<file path="src/rtl/ws2812_pkg.sv">
// Shared types and timing defaults for the WS2812 serial transmitter.
// GRB_SHIPPER_RGBW_EN widens each pixel word from 24-bit GRB to 32-bit GRBW.
package ws2812_pkg;
  localparam int DEF_T0H    = 40;
  localparam int DEF_T1H    = 80;
  localparam int DEF_TBIT   = 125;
  localparam int DEF_TRESET = 5000;

`ifdef GRB_SHIPPER_RGBW_EN
  localparam int BITS_PER_PIXEL = 32;
`else
  localparam int BITS_PER_PIXEL = 24;
`endif

  typedef enum logic [2:0] {
    ST_IDLE, ST_FETCH, ST_BIT_HI, ST_BIT_LO, ST_LATCH, ST_DONE
  } state_t;
endpackage

</file>
<file path="src/rtl/ws_bit_encoder.sv">
// Pulse-width encoder for one WS2812 bit: high for T1H/T0H cycles, low for the rest of TBIT.
// A start restarts the bit timer; o_hi_last/o_bit_done flag the final high and final bit cycles.
module ws_bit_encoder #(
  parameter int T0H  = 40,
  parameter int T1H  = 80,
  parameter int TBIT = 125
) (
  input  logic i_clk,
  input  logic i_rst_n,
  input  logic i_start,
  input  logic i_bit,
  output logic o_line,
  output logic o_hi_last,
  output logic o_bit_done
);
  localparam int CW = (TBIT > 2) ? $clog2(TBIT) : 1;
  // r_cnt runs TBIT-1 down to 0; the last high cycle is where r_cnt == TBIT-TH
  localparam logic [CW-1:0] LAST_HI0 = CW'(TBIT - T0H);
  localparam logic [CW-1:0] LAST_HI1 = CW'(TBIT - T1H);

  logic [CW-1:0] r_cnt;
  logic          r_line;
  logic          r_bit;

  assign o_line     = r_line;
  assign o_hi_last  = r_line && (r_cnt == (r_bit ? LAST_HI1 : LAST_HI0));
  assign o_bit_done = (r_cnt == '0);

  always_ff @(posedge i_clk or negedge i_rst_n) begin
    if (!i_rst_n) begin
      r_cnt  <= '0;
      r_line <= 1'b0;
      r_bit  <= 1'b0;
    end else if (i_start) begin
      r_cnt  <= CW'(TBIT - 1);
      r_line <= 1'b1;
      r_bit  <= i_bit;
    end else begin
      if (r_cnt != '0) r_cnt <= r_cnt - CW'(1);
      if (o_hi_last)   r_line <= 1'b0;
    end
  end
endmodule

</file>
<file path="src/rtl/grb_shipper.sv">
// WS2812 frame transmitter: fetches NUM_LEDS pixel words, serialises them MSB-first, latches, pulses done.
// GRB_SHIPPER_RGBW_EN (via ws2812_pkg) selects 32-bit GRBW pixels instead of 24-bit GRB.
module grb_shipper import ws2812_pkg::*; #(
  parameter int NUM_LEDS = 8,
  parameter int T0H      = DEF_T0H,
  parameter int T1H      = DEF_T1H,
  parameter int TBIT     = DEF_TBIT,
  parameter int TRESET   = DEF_TRESET,
  parameter int ADDR_W   = (NUM_LEDS > 1) ? $clog2(NUM_LEDS) : 1
) (
  input  logic                      i_clk,
  input  logic                      i_reset,
  input  logic                      i_ship,
  input  logic [BITS_PER_PIXEL-1:0] i_grb_data,
  output logic [ADDR_W-1:0]         o_led_addr,
  output logic                      o_dout,
  output logic                      o_done,
  output logic                      o_busy
);
  localparam int BPP = BITS_PER_PIXEL;
  localparam int BCW = $clog2(BPP);
  localparam int TRW = (TRESET > 1) ? $clog2(TRESET) : 1;
  localparam logic [ADDR_W-1:0] LAST_ADDR = ADDR_W'(NUM_LEDS - 1);

  state_t            r_state;
  logic [BPP-1:0]    r_shreg;
  logic [BCW-1:0]    r_bitcnt;
  logic [TRW-1:0]    r_timer;
  logic [ADDR_W-1:0] r_addr;
  logic              r_done;
  logic              r_busy;

  logic w_start, w_bit_val, w_hi_last, w_bit_done;

  // Next bit launches on the same edge the FSM leaves FETCH or finishes a non-final bit
  assign w_start   = (r_state == ST_FETCH) ||
                     (r_state == ST_BIT_LO && w_bit_done && r_bitcnt != '0);
  assign w_bit_val = (r_state == ST_FETCH) ? i_grb_data[BPP-1] : r_shreg[BPP-2];

  ws_bit_encoder #(.T0H(T0H), .T1H(T1H), .TBIT(TBIT)) u_enc (
    .i_clk      (i_clk),
    .i_rst_n    (i_reset),
    .i_start    (w_start),
    .i_bit      (w_bit_val),
    .o_line     (o_dout),
    .o_hi_last  (w_hi_last),
    .o_bit_done (w_bit_done)
  );

  always_ff @(posedge i_clk or negedge i_reset) begin
    if (!i_reset) begin
      r_state  <= ST_IDLE;
      r_shreg  <= '0;
      r_bitcnt <= '0;
      r_timer  <= '0;
      r_addr   <= '0;
      r_done   <= 1'b0;
      r_busy   <= 1'b0;
    end else begin
      case (r_state)
        ST_IDLE: if (i_ship) begin
          r_state <= ST_FETCH;
          r_addr  <= '0;
          r_busy  <= 1'b1;
        end
        ST_FETCH: begin
          r_shreg  <= i_grb_data;
          r_bitcnt <= BCW'(BPP - 1);
          r_state  <= ST_BIT_HI;
        end
        ST_BIT_HI: if (w_hi_last) r_state <= ST_BIT_LO;
        ST_BIT_LO: if (w_bit_done) begin
          r_shreg <= {r_shreg[BPP-2:0], 1'b0};
          if (r_bitcnt != '0) begin
            r_bitcnt <= r_bitcnt - BCW'(1);
            r_state  <= ST_BIT_HI;
          end else if (r_addr == LAST_ADDR) begin
            r_timer <= TRW'(TRESET - 1);
            r_state <= ST_LATCH;
          end else begin
            r_addr  <= r_addr + ADDR_W'(1);
            r_state <= ST_FETCH;
          end
        end
        ST_LATCH: if (r_timer == '0) begin
          r_done  <= 1'b1;
          r_state <= ST_DONE;
        end else begin
          r_timer <= r_timer - TRW'(1);
        end
        ST_DONE: begin
          r_done  <= 1'b0;
          r_busy  <= 1'b0;
          r_state <= ST_IDLE;
        end
        default: r_state <= ST_IDLE;
      endcase
    end
  end

  assign o_led_addr = r_addr;
  assign o_done     = r_done;
  assign o_busy     = r_busy;
endmodule

</file>
<file path="config.mk">
export PLATFORM = sky130hd
export DESIGN_NAME = grb_shipper
export DESIGN_NICKNAME = d
export VERILOG_FILES = /design/src/rtl/ws2812_pkg.sv /design/src/rtl/ws_bit_encoder.sv /design/src/rtl/grb_shipper.sv
export SDC_FILE = /design/constraint.sdc
export NUM_CORES = 1
export LEC_CHECK = 0
export BUFFER_PORTS_ARGS = -buffer_cell sky130_fd_sc_hd__buf_2
export CORE_MARGIN = 5
export CORE_UTILIZATION = 35
export CTS_CLUSTER_DIAMETER = 150
export DETAILED_ROUTE_END_ITERATION = 8
export PLACE_DENSITY = 0.55
export REMOVE_ABC_BUFFERS = 1
export SYNTH_ARGS = -nofsm -noshare
export SYNTH_HDL_FRONTEND = slang
export SYNTH_SLANG_ARGS = --single-unit
</file>
<file path="constraint.sdc">
create_clock -name i_clk -period 2.5 [get_ports i_clk]
set_input_delay 0.5 -clock i_clk [delete_from_list [all_inputs] [get_ports i_clk]]
set_output_delay 0.5 -clock i_clk [all_outputs]
set_load 0.01 [all_outputs]
</file>
## Word level (Yosys, flattened, before mapping)

Index checks and enable logic that the tools add are counted.

- Add/sub/neg operators: 4
- Eq/ne operators: 16
- Multiplexer cells: 32
- Reductions and logical operators: 23

Operators with widths:

| kind | number |
|---|---|
| $mux W13 | 4 |
| $pmux W23 S2 | 1 |
| $mux W3 | 10 |
| $pmux W13 S2 | 1 |
| $mux W23 | 1 |
| $mux W7 | 3 |
| $pmux W3 S5 | 1 |
| $reduce_bool A2 Y1 | 7 |
| $logic_not A13 Y1 | 1 |
| $sub A13 B1 Y13 const B | 1 |
| $ne A2 B2 Y1 const B | 6 |
| $mux W5 | 2 |
| $pmux W5 S2 | 1 |
| $reduce_and A5 Y1 | 2 |
| $eq A3 B3 Y1 const B | 3 |
| $eq A7 B7 Y1 | 1 |
| $logic_not A7 Y1 | 1 |
| $reduce_bool A7 Y1 | 1 |
| $sub A7 B1 Y7 const B | 1 |
| $eq A3 B2 Y1 const B | 2 |
| $ne A2 B1 Y1 const B | 3 |
| $pmux W3 S2 | 1 |
| $reduce_and A2 Y1 | 3 |
| $mux W1 | 5 |
| other kinds (10) | 13 |

- Flip-flop bits (word level): 58
- Logic and storage cells: 85

## Depth between registers and ports, before layout

Gate-level depths: netlist of the first run.

- Depth in word-level cells: 5
- Depth in mapped cells: 9
- Depth with buffers taken out: 7

## Modules after synthesis

From an unflattened synthesis of the first run, not the netlist that was laid out.

- Cell total of the unflattened synthesis: 307
- Area, all modules: 3084.2 µm²

Modules (own cells, without submodules):

| module | times used | cells each | area an instance (µm²) | seq. area each (µm²) |
|---|---|---|---|---|
| grb_shipper | 1 | 256 | 2570.0 | 1226.2 |
| ws_bit_encoder | 1 | 51 | 514.2 | 225.2 |

## Worst setup path after synthesis of the first run

No wires, ideal clock.

- Path kind: register to register
- Start: register u_enc.r_cnt[0]
- End: register r_addr[0] (netlist: o_led_addr[0])
- Library setup time: 0.125 ns
- Arrival: 1.801 ns
- Data required time: 2.375 ns
- Slack: 0.574 ns
- Cell stages (with the launch flop): 9
- Cells stage by stage: dfrtp_1 > inv_1 > ha_1 > nor4b_4 > and2_1 > buf_6 > a32oi_1 > a211o_1 > mux2_4

- Longest elaborated chain between the ends: 3

Ends and longest elaborated chain:

| what | RTL line | text |
|---|---|---|
| start, declared | ws_bit_encoder.sv:21 | `logic [CW-1:0] r_cnt;` |
| start signal, assigned | ws_bit_encoder.sv:35 | `r_cnt <= CW'(TBIT - 1);` |
| start signal, assigned | ws_bit_encoder.sv:39 | `if (r_cnt != '0) r_cnt <= r_cnt - CW'(1);` |
| $logic_not A7 Y1 | ws_bit_encoder.sv:27 | `assign o_bit_done = (r_cnt == '0);` |
| $ne A2 B2 Y1 (no line) | - |  |
| $reduce_and A5 Y1 (no line) | - |  |
| end signal, assigned | grb_shipper.sv:81 | `r_addr <= r_addr + ADDR_W'(1);` |
| end, declared | grb_shipper.sv:29 | `logic [ADDR_W-1:0] r_addr;` |

Every way passes these cells.
A chain may end at the register's enable or synchronous reset.

## Final worst setup path of the first run

- Start: register u_enc.r_cnt[0]
- End: register r_timer[0]

- Longest elaborated chain between the ends: 3

Ends and longest elaborated chain:

| what | RTL line | text |
|---|---|---|
| $logic_not A7 Y1 | ws_bit_encoder.sv:27 |  |
| $ne A2 B2 Y1 (no line) | - |  |
| $reduce_and A5 Y1 (no line) | - |  |
| end signal, assigned | grb_shipper.sv:78 | `r_timer <= TRW'(TRESET - 1);` |
| end signal, assigned | grb_shipper.sv:89 | `r_timer <= r_timer - TRW'(1);` |
| end, declared | grb_shipper.sv:28 | `logic [TRW-1:0] r_timer;` |

Every way passes these cells.

==> summary.txt, run 1 <==
Global route
  • Overflow left after global routing: 0
  • Initial antenna violation count: 0
  • First-pass GRT wire length: ~11 mm
  • Vias in the first global route: ~2300
  • All-Layer GR Usage: 13.2%
  • Largest net degree at the start of global routing: 46

Critical path
  • CP arrival: 2.39 ns
  • Crit Path Class: flop to flop
  • Crit path launch type: flop
  • Worst setup EP type: flop
  • CP required: 2.78 ns
  • Crit-path max FO: 8

Clocking
  • # clock sinks: 58
  • Post_cts resized: 0
  • Total CTS buffers: 9
  • CTS tree: done
  • H-Tree Depth: 3
  • Worst-skew pair later-pin latency: roughly 0.33 ns
  • CTS clock-pin slew for the worst setup and hold paths: 0.07 ns
  • # Post-CTS Setup Buffers: 0
  • Longest Clk Path Bufs: 2
  • Clk Tree Root Cell: clkbuf_8
  • Post-CTS Hold Buffers: 0

Floorplan
  • DIE AREA: between 10000 and 15000 µm²
  • CORE AREA: 8550 µm²
  • Die height: 103 µm
  • FP Rows: 34
  • Initial core utilization: 35.4%
  • IO Count: 33
  • Die Wd: 103 µm

Yosys
  • Synthesized cell area: 3020 µm²
  • Netlist cell types: 54
  • Ys flop type: dfrtp_1
  • #FFs+latches synth: 58
  • Yosys warnings: 0
  • Synth area leaders: dfrtp_1, mux2i_1, nand2_1, o21ai_0, ha_1
  • Area share of the leading cell type in the synthesized netlist: 48.0%
  • Top-count cell post-synth: dfrtp_1
  • Post-synth top area cell: dfrtp_1
  • Post-synth top cells: dfrtp_1, nand2_1, o21ai_0, mux2i_1, nor2_1
  • Synth async-reset ratio: 100%
  • Register area share after synthesis: 48.0%
  • Number of synthesized flops with an enable pin: 0
  • Post-Syn Area per Cell: 9.95 µm²
  • Instance count of the mapped netlist: 304

STA
  • Final setup fails: 0
  • Fmax: 472 MHz
  • Crit share post-route: between 80% and 90%
  • RSZ-0062 raised after global routing: no
  • Final worst slack: 0.381 ns
  • Setup Skew: ~0.0097 ns
  • Setup TNS: 0 ns
  • Worst-margin pin slew: 0.604 ns
  • Period minus WS final: 2.12 ns
  • Slew HR: 59.7%
  • Final Max Slew Viols: 0
  • Final Hold Vio Count: 0

Detailed routing
  • WL/cell: 13.8 µm
  • Vias after detailed routing: 2261
  • Post-route ant nets: 0
  • Post-route DRC: 0
  • Iter 0 DRT Violations: 114
  • Number of vias per cell: 4.98
  • Detailed Route WL: 6.28 mm
  • Router iterations before antenna repair: 4

Placed design
  • Cells after DPL: about 440
  • GPL Wtd Cong: 0.868
  • Pre-CTS WS: 0.389 ns
  • Port Buf Inserts: 32
  • Dpl hpwl: 4.51 mm

Pwr
  • Design Power: 0.00307 W
  • Leak Pwr: about 1.7 nW
  • Pwr dens: slightly below 900 nW/µm²
  • VDD IR-drop max: 0.000525 V

Run status
  • Status: complete, no violations

Finish
  • N_diodes: 0
  • Register area: 1450 µm²
  • Fillers: 832
  • Non-Filler Instances: 454
  • Synth-to-layout area growth: 16.7%
  • Final Net Count: 376
  • Multi-input logic area: 1480 µm²
  • Layout cells sized above 1: between 10% and 20%

Run
  • Max capacitance violation total: 0

Min path
  • Hold/Removal Path Class: input port to asynchronous set/reset pin
==> metal layers <==
metal	global-route usage [%]	share of wire [%]	wire, µm
met1	18.5	49	3070
met2	19.0	44	2760
met4	3.39	1.0	65
met3	5.35	6.1	382
met5	0	0	0
==> worst paths after layout <==
kind / endpoint / slack [ns] / depth (start not counted) / startpoint
max in group asynchronous: r_bitcnt[1] / 1.73 / 2 / i_reset
hold / removal: r_timer[10] / 0.17 / 1 / i_reset
min in group i_clk: r_shreg[0] / 0.41 / 2 / i_grb_data[0]
setup reg to reg: r_timer[0] / 0.38 / 7 / u_enc.r_cnt[0]
setup / recovery: r_timer[0] / 0.38 / 7 / u_enc.r_cnt[0]
hold reg to reg: r_shreg[13] / 0.48 / 2 / r_shreg[13]
==> layout make-up <==
| cell class | instances | share of cell area, % |
|---|---|---|
| inverter | 8 | 0.851 |
| tap | 108 | 3.83 |
| clock buffer | 14 | 4.61 |
| sequential | 58 | 41.1 |
| timing repair buffer | 39 | 6.74 |
| clock inverter | 2 | 0.993 |
| multi-input combinational | 225 | 41.8 |
==> placed cells by master (no fill, tap or decap), types with 4 or more instances in the layout <==
master / instances
clkbuf_8: 11
buf_4: 5
nor4_1: 8
xnor2_1: 8
mux2i_1: 22
nand3_1: 5
o21ai_0: 34
dfrtp_1: 58
buf_2: 32
ha_1: 8
inv_1: 8
nand2_1: 49
and2_1: 4
nor2_1: 19
nor3_1: 11
a21oi_1: 6
==> worst max-delay path, stage by stage, from the launching register on <==
cell	delay (ns)
dfrtp_1	0.42
inv_1	0.12
ha_1	0.18
nor4b_4	0.26
nand2_1	0.23
o31ai_4	0.43
a21boi_2	0.27
mux2_4	0.16
==> cell families (layout without fill, tap and decap cells) <==
logic type,count (synthesis),count (layout),synth area share [%]
and+or+nand+nor,119,119,20.5
AOI/OAI and AO/OA,65,65,14.1
DFF,58,58,48.0
muxes,24,24,8.27
buffers and inverters,21,63,3.19
xor gates and xnor gates,9,9,2.61
adders and majority gates,8,8,3.31
==> power by group <==
| part | total [W] | switching [W] | internal (W) |
|---|---|---|---|
| Sequential | 0.00144 | 0.000231 | 0.00121 |
| Clock | 0.000872 | 0.000357 | 0.000515 |
| Combinational | 0.000758 | 0.000387 | 0.000372 |
| Total | 0.00307 | 0.000975 | 0.00209 |
==> state kept, by name, summed over array words and instances (netlist names) <==
name / flops
r_shreg: 23
r_timer: 13
u_enc.r_cnt: 7
r_bitcnt: 5
o_led_addr: 3
r_state: 3
o_busy: 1
o_done: 1
u_enc.o_line: 1
u_enc.r_bit: 1
==> metrics by stage <==
| stage | utilization (%) | area [µm²] | hold WS (ns) |
|---|---|---|---|
| floorplan | - | 2960 | 0.204 |
| global placement | 39.0 | 3330 | 0.463 |
| detailed placement | 39.0 | 3330 | 0.472 |
| CTS | 41.3 | 3530 | 0.186 |
| global route | 41.3 | 3530 | 0.219 |
| finish | 41.3 | 3530 | 0.171 |
No activity file was read; power rests on OpenSTA's default activity.
==> inputs of run 2 (changes only) <==
==> constraint.sdc (replaced) <==
create_clock -name i_clk -period 2.1 [get_ports i_clk]
set_input_delay 0.42 -clock i_clk [delete_from_list [all_inputs] [get_ports i_clk]]
set_output_delay 0.42 -clock i_clk [all_outputs]
set_load 0.01 [all_outputs]
==> summary.txt, run 2 (synthesis results as in run 1) <==
Run status
  • Status: complete, no violations

Finish
  • Max reg flops: 23
  • Highest-count cells in the layout ignoring fill and taps: dfrtp_1, nand2_1, o21ai_0
  • Biggest regs: r_shreg: 23 flops, r_timer: 13 flops, u_enc.r_cnt: 7 flops
  • Register area: 1450 µm²
  • Multi-input logic area: 1490 µm²
  • N_diodes: 0
  • Synth-to-layout area growth: 18.9%
  • Layout cells sized above 1: 20.7%
  • Final Util: 42.1%
  • Most common cell after layout, fill and taps aside: dfrtp_1
  • Fillers: 860
  • Most flops, register: r_shreg
  • Final Net Count: 383

Floorplan
  • FP Rows: 34
  • DIE AREA: 10600 µm²
  • CORE AREA: around 8600 µm²
  • Die Wd: 103 µm
  • Die height: about 100 µm
  • IO Count: 33
  • Initial core utilization: 35.4%

Detailed routing
  • Vias after detailed routing: 2274
  • Detailed Route WL: 6.25 mm
  • Router iterations before antenna repair: 4
  • Number of vias per cell: a little under 5
  • WL/cell: around 14 µm
  • Iter 0 DRT Violations: 91
  • Post-route ant nets: 0
  • Post-route DRC: 0

STA
  • Worst hold margin: 0.0811 ns
  • RSZ-0062 raised after global routing: no
  • Final Hold Vio Count: 0
  • Setup Skew: 0.0103 ns
  • Slew HR: 70.1%
  • Final worst slack: 0.160 ns
  • Setup TNS: 0 ns
  • Period minus WS final: 1.94 ns
  • Crit share post-route: 92.4%
  • Worst-margin pin slew: 0.445 ns
  • Fmax: 515 MHz
  • Final setup fails: 0
  • Final Max Slew Viols: 0

Clocking
  • CTS tree: done
  • Longest Clk Path Bufs: 2
  • H-Tree Depth: 3
  • # clock sinks: 58
  • # Post-CTS Setup Buffers: 0
  • CTS clock-pin slew for the worst setup and hold paths: approximately 0.070 ns
  • Total CTS buffers: 9
  • Clk Tree Root Cell: clkbuf_8
  • Worst-skew pair later-pin latency: about 0.33 ns

Global route
  • Vias in the first global route: 2329
  • Initial antenna violation count: 0
  • First-pass GRT wire length: ~11 mm
  • All-Layer GR Usage: 13.2%
  • Overflow left after global routing: 0
  • Largest net degree at the start of global routing: 59

Placed design
  • Pre-CTS WS: 0.0568 ns
  • Port Buf Inserts: 32
  • GPL Wtd Cong: 0.839
  • Dpl hpwl: 4.46 mm

Critical path
  • Crit-path max FO: 5
  • Crit path launch type: flop
  • Worst setup EP type: flop
  • CP arrival: 2.16 ns
  • CP required: 2.32 ns
  • Crit Path Class: flop to flop

Pwr
  • Design Power: 0.00371 W
  • Pwr dens: between 1000 and 1500 nW/µm²
  • Leak Pwr: 1.69 nW
  • VDD IR-drop max: 0.000461 V

Min path
  • Hold/Removal Path Class: input port to asynchronous set/reset pin

Run
  • Max capacitance violation total: 0
-- run 2: final timing paths --
kind,start,endpoint,slack [ns],cells after the start
max in group asynchronous,i_reset,r_shreg[17],1.75,2
setup reg to reg,u_enc.r_cnt[0],o_led_addr[0],0.16,7
hold / removal,i_reset,r_timer[4],0.08,2
min in group i_clk,i_grb_data[0],r_shreg[0],0.31,2
setup / recovery,u_enc.r_cnt[0],o_led_addr[0],0.16,7
hold reg to reg,r_shreg[13],r_shreg[13],0.48,2
-- run 2: repair_timing --
| item | 4_1_cts | 5_1_grt |
|---|---|---|
| hold buffers | 0 | 0 |
| setup endpoints to repair | 0 | 4 |
| gates resized for setup | 0 | 3 |
-- run 2: worst max-delay path: stages, from the launching register on --
cell,delay [ns]
dfrtp_1,0.41
inv_1,0.11
ha_1,0.18
nor4b_4,0.26
and2_1,0.20
a32oi_1,0.10
a211o_1,0.32
mux2_4,0.26
-- run 2: power by group --
group / internal (W) / switching [W]
Clock: 0.000661 / 0.000430
Sequential: 0.00144 / 0.000283
Combinational: 0.000443 / 0.000457
-- run 2: layout make-up --
cell class	instances	area share, %
clock buffers	12	3.76
clock inverters	3	1.81
inverters	8	0.835
multi-input cells	225	41.4
flip-flops and latches	58	40.4
well taps	108	3.76
repair buffers	46	8.07
-- run 2: layer usage --
layer  wire length (µm)  up-vias  share of wire (%)  global-route usage [%]
met5                  0        -                  0                       0
li1                   -     1170                  -                       -
met4                 64        0                1.0                    3.29
met2               2890       34                 46                    20.5
met3                380        7                6.1                    5.89
met1               2920     1063                 47                    16.9
-- run 2: stage by stage --
stage,instance area [µm²],std cells
final,3600,460
after global routing,3600,460
after CTS,3580,460
after detailed placement,3380,445
after global placement,3380,445
after floorplan,2960,291
==> inputs of run 3 (changes only) <==
==> constraint.sdc (replaced) <==
create_clock -name i_clk -period 2.1 [get_ports i_clk]
set_input_delay 0.105 -clock i_clk [delete_from_list [all_inputs] [get_ports i_clk]]
set_output_delay 0.105 -clock i_clk [all_outputs]
set_load 0.01 [all_outputs]
==> summary.txt, run 3 (synthesis results as in run 1) <==
Floorplan
  • Die Wd: 103 µm
  • Die height: between 100 and 150 µm
  • DIE AREA: 10600 µm²
  • CORE AREA: roughly 8600 µm²
  • FP Rows: 34
  • IO Count: 33
  • Initial core utilization: 35.4%

Pwr
  • Leak Pwr: 1.70 nW
  • Reg power frac: 46.8%
  • Pwr dens: 1020 nW/µm²
  • Int Pwr: 0.00246 W
  • Net Sw Frac: 33.2%
  • P_sw: 0.00122 W
  • Clock power frac: 28.3%
  • Combinational share of power: about a quarter
  • Design Power: 0.00369 W
  • VDD IR-drop max: 0.000484 V

Critical path
  • Reg-to-Reg Start: r_bitcnt[0]
  • Worst setup EP type: flop
  • Crit Path Class: flop to flop
  • R2r endpoint: r_timer[0]
  • CP max stage cell: o31ai_4
  • Crit path launch type: flop
  • R2R depth: 7
  • Setup crit start: r_bitcnt[0]
  • Worst path bufs/invs: 1
  • CP arrival: around 2.3 ns
  • Worst path max stage delay: 0.40 ns
  • Critical path depth: 7
  • Crit path to: r_timer[0]
  • CP required: 2.38 ns
  • Worst R2R Setup Slack: 0.13 ns
  • CP top delay family: compound AO/OA/AOI/OAI gates
  • Crit-path max FO: 8
  • CP Cell Sequence: inv_1, ha_1, nor4b_4, nand2_1, o31ai_4, a21boi_2, mux2_4

Clocking
  • H-Tree Depth: 3
  • Clk Tree Root Cell: clkbuf_8
  • # clock sinks: 58
  • Total CTS buffers: 9
  • Worst-skew pair later-pin latency: 0.34 ns
  • CTS clock-pin slew for the worst setup and hold paths: 0.07 ns
  • CTS tree: done
  • Longest Clk Path Bufs: 2

Placed design
  • Dpl hpwl: 4.52 mm
  • Pre-CTS WS: 0.107 ns
  • GPL Wtd Cong: 0.824
  • Post-DP Area: 3370 µm²
  • Port Buf Inserts: 32

Detailed routing
  • Number of vias per cell: 5.06
  • Iter 0 DRT Violations: slightly below 80
  • Post-route ant nets: 0
  • Router iterations before antenna repair: 4
  • Detailed Route WL: 6.51 mm
  • WL/cell: 14.1 µm
  • Post-route DRC: 0
  • Vias after detailed routing: 2331

STA
  • Final worst slack: 0.126 ns
  • Setup Skew: approximately 0.0084 ns
  • Worst-margin pin slew: ~0.54 ns
  • Fmax: 507 MHz
  • Final Hold Vio Count: 0
  • Crit share post-route: 94.0%
  • Period minus WS final: 1.97 ns
  • Final Max Slew Viols: 0
  • Setup TNS: 0 ns
  • Slew HR: 64.0%
  • Final setup fails: 0
  • RSZ-0062 raised after global routing: yes

Min path
  • Hold/Removal Path Class: input port to flop

Run status
  • Status: complete, no violations

Finish
  • Final Net Count: 383
  • Biggest regs: r_shreg: 23 flops, r_timer: 13 flops, u_enc.r_cnt: 7 flops
  • Highest-count cells in the layout ignoring fill and taps: dfrtp_1, nand2_1, o21ai_0
  • Most flops, register: r_shreg
  • Synth-to-layout area growth: 19.8%
  • Fin area: ~3600 µm²
  • Layout cells sized above 1: 21.2%
  • Most common cell after layout, fill and taps aside: dfrtp_1
  • Final Util: ~42%
  • Max reg flops: 23
  • N_diodes: 0

Global route
  • Vias in the first global route: 2446
  • Overflow left after global routing: 0
  • First-pass GRT wire length: 11.5 mm
  • Largest net degree at the start of global routing: 46
  • All-Layer GR Usage: between 10 and 15%
  • Initial antenna violation count: 0

Run
  • Max capacitance violation total: 0
-- run 3: cell types whose count changed in the layout (fill, tap and decap cells not counted), moves of 2 or more --
cell and delta:
buf_4 -3, clkbuf_1 -2, clkinv_2 +2, dlygate4sd3_1 +2
-- run 3: stage by stage --
stage,cells,hold WS [ns]
floorplan,291,-0.191
global placement,442,0.124
detailed placement,442,0.122
CTS,460,0.0382
global route,461,0.0503
finish,461,0.0489
-- run 3: worst min-delay path by stage --
stage / start / endpoint / depth (start not counted)
5_1_grt: i_grb_data[18] / r_shreg[18] / 3
4_1_cts: i_grb_data[4] / r_shreg[4] / 3
3_3_place_gp: i_reset / r_timer[6] / 1
3_5_place_dp: i_reset / r_timer[5] / 1
6_report: i_grb_data[4] / r_shreg[4] / 3
2_1_floorplan: i_reset / o_busy / 0
-- run 3: repair_timing --
| action | CTS | global route |
|---|---|---|
| hold endpoints to repair | 23 | 0 |
| hold buffers | 2 | 0 |
| endpoints found under the setup margin | 0 | 7 |
| gates resized for setup | 0 | 6 |
| setup buffers | 0 | 1 |
-- run 3: layout make-up --
type | count | area [µm²]
Inverter | 8 | 30.0
Clock inverter | 5 | 53.8
Sequential cell | 58 | 1450
Fill cell | 836 | 4930
Tap cell | 108 | 135
Multi-Input combinational cell | 225 | 1500
Timing Repair Buffer | 46 | 308
Clock buffer | 11 | 141
-- run 3: worst register-to-register path: cells and delay by family (launching register included) --
kind | cells | cell delay (ns)
multiplexers | 1 | 0.16
flip-flops | 1 | 0.39
buffers and inverters | 1 | 0.10
adder cells (fa/ha/maj) | 1 | 0.20
AND/OR/NAND/NOR | 2 | 0.41
AO/OA/AOI/OAI | 2 | 0.67
-- run 3: power groups by stage --
stage	sequential (W)	clock, W	combinational [W]
after floorplan	0.00166	0	0.000692
after global placement	0.00173	0	0.000892
after detailed placement	0.00173	0	0.000923
after CTS	0.00172	0.00108	0.000930
after global routing	0.00178	0.00113	0.00106
final	0.00173	0.00104	0.000917
-- run 3: routing by layer --
layer	wire (µm)	vias to the layer above	GRT usage (%)
met5	0	-	0
met4	68	0	3.88
met3	313	6	5.21
met2	3010	40	22.0
met1	3110	1111	17.7
li1	-	1174	-
